[src/rtl/posit_mac_seq.sv]
// posit_mac_seq: job sequencer that streams K weight/activation pairs per output
// from two synchronous-read buffers into the posit MAC and publishes each result.
module posit_mac_seq #(
   parameter int unsigned WIDTH = 8,
   parameter int unsigned K     = 9,
   parameter int unsigned AW    = 10,
   parameter int unsigned NW    = 8,
   parameter int unsigned TMO   = 64
) (
   input  logic             clk_i,
   input  logic             rst_i,
   input  logic             start_i,
   input  logic             abort_i,
   input  logic [AW-1:0]    w_base_i,
   input  logic [AW-1:0]    d_base_i,
   input  logic [NW-1:0]    n_out_i,
   output logic             busy_o,
   output logic             done_o,
   output logic             err_o,
   output logic             w_re_o,
   output logic [AW-1:0]    w_addr_o,
   input  logic [WIDTH-1:0] w_rdata_i,
   output logic             d_re_o,
   output logic [AW-1:0]    d_addr_o,
   input  logic [WIDTH-1:0] d_rdata_i,
   output logic             mac_vld_o,
   output logic [WIDTH-1:0] mac_win_o,
   output logic [WIDTH-1:0] mac_din_o,
   input  logic [WIDTH-1:0] mac_acc_i,
   input  logic             mac_vld_i,
   output logic             res_vld_o,
   output logic [WIDTH-1:0] res_data_o,
   output logic [NW-1:0]    res_idx_o
);

   localparam int unsigned KW = (K > 1) ? $clog2(K) : 1;
   localparam int unsigned TW = $clog2(TMO + 1);

   typedef enum logic [1:0] {S_IDLE, S_ISSUE, S_WAIT} state_t;

   state_t          state;
   logic [KW-1:0]   k;
   logic [NW-1:0]   n;
   logic [NW-1:0]   n_last;
   logic [AW-1:0]   w_base;
   logic [TW-1:0]   tmo_cnt;
   logic            abort_act;
   logic            stray_vld;

   assign abort_act = abort_i && (state != S_IDLE);
   assign stray_vld = mac_vld_i && (state != S_WAIT) && !abort_act;

   // Read data reaches the MAC one cycle after the read; zero it outside valid beats.
   assign mac_win_o = mac_vld_o ? w_rdata_i : '0;
   assign mac_din_o = mac_vld_o ? d_rdata_i : '0;

   always_ff @(posedge clk_i or posedge rst_i) begin
      if (rst_i) begin
         state      <= S_IDLE;
         k          <= '0;
         n          <= '0;
         n_last     <= '0;
         w_base     <= '0;
         tmo_cnt    <= '0;
         busy_o     <= 1'b0;
         done_o     <= 1'b0;
         err_o      <= 1'b0;
         w_re_o     <= 1'b0;
         w_addr_o   <= '0;
         d_re_o     <= 1'b0;
         d_addr_o   <= '0;
         mac_vld_o  <= 1'b0;
         res_vld_o  <= 1'b0;
         res_data_o <= '0;
         res_idx_o  <= '0;
      end else begin
         done_o    <= 1'b0;
         res_vld_o <= 1'b0;
         mac_vld_o <= w_re_o && !abort_act;
         if (abort_act) begin
            state  <= S_IDLE;
            busy_o <= 1'b0;
            w_re_o <= 1'b0;
            d_re_o <= 1'b0;
         end else begin
            case (state)
               S_IDLE: begin
                  if (start_i) begin
                     err_o <= 1'b0;
                     if (n_out_i != '0) begin
                        state    <= S_ISSUE;
                        busy_o   <= 1'b1;
                        k        <= '0;
                        n        <= '0;
                        n_last   <= n_out_i - 1'b1;
                        w_base   <= w_base_i;
                        w_re_o   <= 1'b1;
                        d_re_o   <= 1'b1;
                        w_addr_o <= w_base_i;
                        d_addr_o <= d_base_i;
                     end else begin
                        done_o <= 1'b1;
                     end
                  end
               end
               S_ISSUE: begin
                  if (k == KW'(K - 1)) begin
                     state   <= S_WAIT;
                     tmo_cnt <= '0;
                     w_re_o  <= 1'b0;
                     d_re_o  <= 1'b0;
                  end else begin
                     k        <= k + 1'b1;
                     w_addr_o <= w_addr_o + 1'b1;
                     d_addr_o <= d_addr_o + 1'b1;
                  end
               end
               S_WAIT: begin
                  if (mac_vld_i) begin
                     res_vld_o  <= 1'b1;
                     res_data_o <= mac_acc_i;
                     res_idx_o  <= n;
                     if (n == n_last) begin
                        state  <= S_IDLE;
                        busy_o <= 1'b0;
                        done_o <= 1'b1;
                     end else begin
                        // Activations are contiguous across outputs; weights restart at base.
                        state    <= S_ISSUE;
                        n        <= n + 1'b1;
                        k        <= '0;
                        w_re_o   <= 1'b1;
                        d_re_o   <= 1'b1;
                        w_addr_o <= w_base;
                        d_addr_o <= d_addr_o + 1'b1;
                     end
                  end else if (tmo_cnt == TW'(TMO - 1)) begin
                     state  <= S_IDLE;
                     busy_o <= 1'b0;
                     done_o <= 1'b1;
                     err_o  <= 1'b1;
                  end else begin
                     tmo_cnt <= tmo_cnt + 1'b1;
                  end
               end
               default: state <= S_IDLE;
            endcase
         end
         if (stray_vld) err_o <= 1'b1;
      end
   end

endmodule

[config.mk]
export PLATFORM = sky130hd
export DESIGN_NAME = posit_mac_seq
export DESIGN_NICKNAME = d
export VERILOG_FILES = /design/src/rtl/posit_mac_seq.sv
export SDC_FILE = /design/constraint.sdc
export NUM_CORES = 1
export LEC_CHECK = 0
export CORE_MARGIN = 2
export CORE_UTILIZATION = 35
export DETAILED_ROUTE_END_ITERATION = 8
export HOLD_SLACK_MARGIN = 0.06
export MAX_ROUTING_LAYER = met4
export SYNTH_ARGS = -nofsm -noshare
export SYNTH_HDL_FRONTEND = slang
export SYNTH_SLANG_ARGS = --single-unit
export TNS_END_PERCENT = 30
[constraint.sdc]
create_clock -name clk_i -period 4.3 [get_ports clk_i]
set_clock_uncertainty 0.2 [all_clocks]
set_input_delay 0.43 -clock clk_i [delete_from_list [all_inputs] [get_ports clk_i]]
set_output_delay 0.43 -clock clk_i [all_outputs]
set_load 0.05 [all_outputs]
==> summary.md, run 1 <==
| Metric | Value |
|---|---|
| Outcome | finished, final reports clean |
| Critical path cell sequence | inv_1 > ha_1 > inv_1 > nor3_1 > o22ai_1 > or3_1 > mux2i_1 |
| R2r worst-path depth | 7 |
| # hold bufs at CTS | 0 |
| Post-synthesis instance area | between 4000 and 5000 um^2 |
| Seq pwr share | 0.314 |
| Peak supply drop | about 0.4 mV |
| FFs w/ async S/R, synth | 1.00 |
| Vias in the first global route | between 3,000 and 4,000 |
| Pin count of the biggest net entering global routing | 59 |
| Drt drc | 0 |
| Actual slew at the worst max-slew pin | 1.19 ns |
| Crit share post-route | 0.704 |
| Cell variety after synth | 53 |
| Crit-path max FO | 16 |
| CTS-repair resized insts | 0 |
| Max-cap violations | 0 |
| Pre-antenna DRT Iters | 4 |
| Internal reg-to-reg setup slack | about 1.3 ns |
| FP Rows | a little over 40 |
| Final hold viol count | 0 |
| Sw Share | 0.443 |
| Area Growth Syn to Fin | 36.3% |
| HP Start | res_idx_o[1] |
| CP arrival | around 3.1 ns |
| Die width | between 100 and 150 um |
| Min cycle time layout | 3.03 ns |
| Vias per cell | ~5 |
| CTS HTree Levels | 3 |
| Unrepaired setup endpoints after global routing | false |
| Core ar. | between 10,000 and 15,000 um^2 |
| Gpl congestion | 0.847 |
| Hold path endpoint | res_idx_o[1] |
| Initial antenna violation count | 0 |
| Post-synthesis register bit count | 81 |
| YS warnings | 0 |
| Critical path's largest stage delay | slightly below 0.6 ns |
| CTS tree | done |
| EDFF count, synth | 0 |
| Setup-failing EPs final | 0 |
| Average cell area after synthesis | between 9 and 10 um^2 |
| # IOs | around 120 |
| Synth Instances | 469 |
| Critical path class | reg -> reg |
| Worst reg2reg path endpoint | n[3] |
| Longest Clk Path Bufs | 2 |
| Most numerous cell on the critical path | inv_1 |
| PwrDens | ~630 nW/um^2 |
| Slew headroom | 0.208 |
| Routed WL per cell | ~14 um |
| TritonCTS Sinks | 81 |
| Hold crit path type | reg -> reg |
| Dpl cells | 740 |
| Clock group share of total power | 0.203 |
| Final non-filler cell total | 756 |
| Total track usage | 0.170 |
| Clk root buf | clkbuf_16 |
| Chip Height | ~120 um |
| Total grt overflow | 0 |
| Maximum clock rate | ~330 MHz |
| DRT Wirelength | about 11 mm |
| Initial Utilization | 0.356 |
| Antenna Violating Nets Remaining | 0 |
| Number of buffers created by CTS | 9 |
| Nets | about 650 |
| Syn nets | 539 |
| Skew-Pair Late Insertion Delay | around 0.34 ns |
| Sequential share of the synthesized area | 0.455 |
| P_int | between 2 and 2.5 mW |
| Slowest cell on crit path | ha_1 |
| Postcts setup bufs | 0 |
| Req. time, crit path | 4.36 ns |
| Die Outline Area | 13,600 um^2 |
| Worst flop-to-flop path startpoint | state[0] |
| DP HPWL | between 7 and 8 mm |
| Clock transition at the registers of the reported paths | around 0.06 ns |
| Count of final max-slew check failures | 0 |
| First-pass GRT wire length | ~18 mm |
| Share of layout cells above drive strength 1 | 0.0976 |
| IO Port Bufs | between 100 and 150 |
| Hold depth | 2 |
| Net Switching | 1.71 mW |
| Crit path launch type | flip-flop |
| Leakage | ~2.5 nW |
| Setup TNS | 0 ns |
| Comb pwr share | 0.483 |
| DRT iter0 DRCs | roughly 140 |
| CP endpoint kind | flip-flop |
| Fillers | about 1,200 |
| Diodes inserted | 0 |
| Vias | roughly 3,800 |
| Ys flop type | dfrtp_1 |
## worst max-delay path: cells and delay by family (launching register included)
family	cells	cell delay, ns
AOI/OAI and AO/OA	1	0.28
adders and majority gates	1	0.59
buffers and inverters	2	0.48
DFF	1	0.43
muxes	1	0.13
and+or+nand+nor	2	0.83
## cell usage in the layout (no fill, tap or decap), drive strengths merged, types with 9 or more instances in the layout
cell type,n
clkdlybuf4s50,115
dfrtp,81
nand2,46
o21ai,41
a21oi,30
nor2,29
mux2,26
nand3,22
inv,21
and2,18
xnor2,13
ha,13
clkbuf,9
## power by group through the flow
stage	Sequential [mW]	Clock [mW]	Combinational (mW)
global placement	1.21	0	1.83
floorplan	1.56	0	0.943
finish	1.21	0.781	1.86
detailed placement	1.22	0	1.87
global route	1.25	0.834	2.01
CTS	1.21	0.799	1.87
## sequential cells by signal, summed over array words and instances (netlist names)
| name | flops |
|---|---|
| state | 2 |
| res_vld_o | 1 |
| n_last | 8 |
| n | 8 |
| err_o | 1 |
| res_data_o | 8 |
| d_addr_o | 10 |
| res_idx_o | 8 |
| done_o | 1 |
| k | 4 |
| tmo_cnt | 7 |
| w_base | 10 |
| mac_vld_o | 1 |
| busy_o | 1 |
| d_re_o | 1 |
| w_addr_o | 10 |
## cell usage after synthesis, types with 3 or more instances
master     instances  area [um^2]
nor2_1            29          109
nor3_1             7         35.0
nand2_1           46          173
o21a_1             4         30.0
o31ai_1            6         45.0
and3_1             5         31.3
or3_1              3         18.8
nor2b_1            4         25.0
ha_1              13          163
dfrtp_1           81         2030
mux2i_1            7         70.1
mux2_2            26          293
o21ai_0           40          200
or2_2              3         18.8
nand3_1           22          110
o211ai_1           5         37.5
clkbuf_1          14         52.6
buf_4              4         30.0
a21oi_1           30          150
a2bb2oi_1          3         26.3
a211oi_1           3         22.5
a21o_1             4         30.0
inv_1             20         75.1
a22oi_1            4         30.0
a31oi_1            5         31.3
and2_1            18          113
nand2b_1           3         18.8
xor2_1             7         61.3
buf_2              3         15.0
nand4_1            6         37.5
xnor2_1           13          114
o22ai_1            7         43.8
## logic make-up after synthesis
logic type	synth area share
adder cells (fa/ha/maj)	0.0365
AND/OR/NAND/NOR	0.172
buffers and inverters	0.0404
multiplexers	0.0814
XOR/XNOR	0.0393
flip-flops	0.455
AO/OA/AOI/OAI	0.176
## stage by stage
stage | power [mW] | cell area (um^2) | setup slack, ns | hold slack (ns) | util
4_1_cts | 3.88 | 6070 | 1.24 | 0.284 | 0.485
5_1_grt | 4.10 | 6070 | 0.994 | 0.320 | 0.485
2_1_floorplan | 2.50 | 4460 | 1.59 | 0.245 | -
3_5_place_dp | 3.08 | 5770 | 1.11 | 0.270 | 0.461
6_report | 3.85 | 6070 | 1.27 | 0.284 | 0.485
3_3_place_gp | 3.05 | 5770 | 1.24 | 0.269 | 0.461
## layout make-up
cell class                 instances  area, um^2  share of cell area
clock buffer                       9         225              0.0371
clock inverter                     7        77.6              0.0128
inverter                          20        76.3              0.0126
multi-input combinational        345        2250               0.370
sequential                        81        2030               0.334
tap                              172         215              0.0354
timing repair buffer             122        1200               0.198
## metal layers
| layer | wire [um] | vias up | GRT usage |
|---|---|---|---|
| li1 | - | 1895 | - |
| met1 | 5130 | 1822 | 0.222 |
| met2 | 5160 | 112 | 0.264 |
| met3 | 532 | 11 | 0.0396 |
| met4 | 108 | 0 | 0.0549 |
| met5 | 0 | - | - |
## how the worst max path moves through the flow
stage | from | endpoint | slack (ns) | cells after the start
floorplan | rst_i | busy_o | 1.59 | 1
global placement | n_out_i[0] | d_addr_o[0] | 1.24 | 8
detailed placement | n_out_i[0] | d_addr_o[0] | 1.11 | 8
CTS | state[0] | n[3] | 1.24 | 7
global route | state[0] | n[6] | 0.99 | 7
finish | state[0] | n[3] | 1.27 | 7
(Power assumes the default switching activity.)
==> inputs of run 2 (changes only) <==
- clock period: 4.3 -> 2.55 ns (I/O delays scaled with it)
==> run 2 against run 1 <==
First-iteration DRC count up 27%. Cell count grew 2.4%. Global-route usage is 0.42 points higher. Register-to-register slack lost 1.1 ns. Flip-flop and latch count stayed put. Largest cell class unchanged. Highest routed layer unchanged.
==> summary.md, run 2 (synthesis gave the netlist of run 1 again) <==
| Metric | Value |
|---|---|
| Outcome | finished, final reports clean |
| Diodes inserted | 0 |
| Clk root buf | clkbuf_16 |
| PwrDens | approximately 1100 nW/um^2 |
| CP arrival | around 2.4 ns |
| Biggest regs | d_addr_o x10, w_addr_o x10, w_base x10 |
| Most frequent cells in the layout | clkdlybuf4s50_1 (115), dfrtp_1 (81), nand2_1 (46) |
| Crit path launch type | flip-flop |
| Crit share post-route | 0.950 |
| Chip Height | about 120 um |
| Count of final max-slew check failures | 0 |
| Initial Utilization | 0.356 |
| # IOs | 116 |
| Share of layout cells above drive strength 1 | 0.130 |
| Dpl cells | 758 |
| Longest Clk Path Bufs | 2 |
| CP endpoint kind | flip-flop |
| Pwr Total | between 6 and 7 mW |
| Routed WL per cell | 14.3 um |
| Crit-path max FO | 5 |
| Clock transition at the registers of the reported paths | around 0.060 ns |
| TritonCTS Sinks | between 80 and 90 |
| Vias in the first global route | approximately 3,800 |
| Pre-antenna DRT Iters | 4 |
| Final non-filler cell total | 774 |
| Min cycle time layout | roughly 2.4 ns |
| Unrepaired setup endpoints after global routing | false |
| R2r worst-path depth | 7 |
| Vias per cell | around 5.0 |
| CTS tree | done |
| # hold bufs at CTS | 0 |
| IO Port Bufs | about 120 |
| Leakage | ~2.7 nW |
| Util after Layout | 0.504 |
| CTS HTree Levels | 3 |
| Final hold viol count | 0 |
| Core ar. | 12,500 um^2 |
| Maximum clock rate | 413 MHz |
| DP HPWL | 7.95 mm |
| Gpl congestion | between 0.8 and 0.9 |
| Setup-failing EPs final | 0 |
| Area Growth Syn to Fin | 41.5% |
| Initial antenna violation count | 0 |
| DRT Wirelength | about 11 mm |
| Number of buffers created by CTS | 9 |
| Nets | approximately 670 |
| First-pass GRT wire length | between 15 and 20 mm |
| Pin count of the biggest net entering global routing | 82 |
| Total grt overflow | 0 |
| Die Outline Area | ~14,000 um^2 |
| Most common cell after layout, fill and taps aside | clkdlybuf4s50_1 |
| Skew-Pair Late Insertion Delay | approximately 0.33 ns |
| Critical path class | reg -> reg |
| Slew headroom | 0.653 |
| CTS-repair resized insts | 0 |
| FP Rows | slightly above 40 |
| Antenna Violating Nets Remaining | 0 |
| DRT iter0 DRCs | ~180 |
| Hold crit path type | in -> async |
| Vias | just under 4,000 |
| Postcts setup bufs | 0 |
| Total track usage | 0.174 |
| Peak supply drop | approximately 0.86 mV |
| Req. time, crit path | about 2.6 ns |
| Max-cap violations | 0 |
| Drt drc | 0 |
| Actual slew at the worst max-slew pin | a little over 0.5 ns |
| Setup TNS | 0 ns |
| Die width | 117 um |
-- run 2: changes by cell type in the layout (fill, tap and decap cells not counted), moves of 2 or more --
cell | previous run | this run
buf_4 | 7 | 22
buf_12 | 0 | 3
inv_6 | 2 | 0
bufinv_16 | 1 | 3
-- run 2: final timing paths --
| kind | slack (ns) | startpoint | to |
|---|---|---|---|
| worst max-delay path | 0.13 | tmo_cnt[0] | busy_o |
| worst min-delay path | 0.13 | rst_i | w_base[3] |
| worst max register to register | 0.13 | tmo_cnt[0] | busy_o |
| worst min register to register | 0.28 | tmo_cnt[4] | tmo_cnt[4] |
| max in group asynchronous | 1.69 | rst_i | res_idx_o[1] |
| min in group clk_i | 0.28 | tmo_cnt[4] | tmo_cnt[4] |
-- run 2: layer usage --
layer,global-route usage,up-vias,share of wire
met5,-,-,0
met1,0.229,1845,0.47
met3,0.0360,8,0.041
li1,-,1941,-
met2,0.275,91,0.47
met4,0.0486,0,0.011
-- run 2: cell type report --
| cell class | instances | area [um^2] |
|---|---|---|
| clock buffers | 9 | 225 |
| clock inverters | 7 | 119 |
| fillers | 1227 | 6210 |
| inverters | 20 | 76.3 |
| multi-input cells | 345 | 2260 |
| flip-flops and latches | 81 | 2030 |
| well taps | 172 | 215 |
| repair buffers | 140 | 1380 |
-- run 2: worst max-delay path: stages, from the launching register on --
cell and delay [ns]:
dfrtp_1 0.42, ha_1 0.25, and2_1 0.19, and3_1 0.21, or2_2 0.31, o21a_1 0.23, o311ai_0 0.13, mux2_2 0.38
-- run 2: power breakdown --
part	switching, mW	internal [mW]
logic	1.96	1.27
clock network	0.528	0.956
registers	0.390	1.66
-- run 2: stage by stage --
stage,setup WS (ns),hold WS (ns),cell area [um^2]
after global routing,0.00497,0.187,6300
after detailed placement,0.0398,0.270,5940
after global placement,0.0952,0.269,5940
final,0.128,0.133,6300
after floorplan,0.0149,0.140,4460
after CTS,0.133,0.159,6290
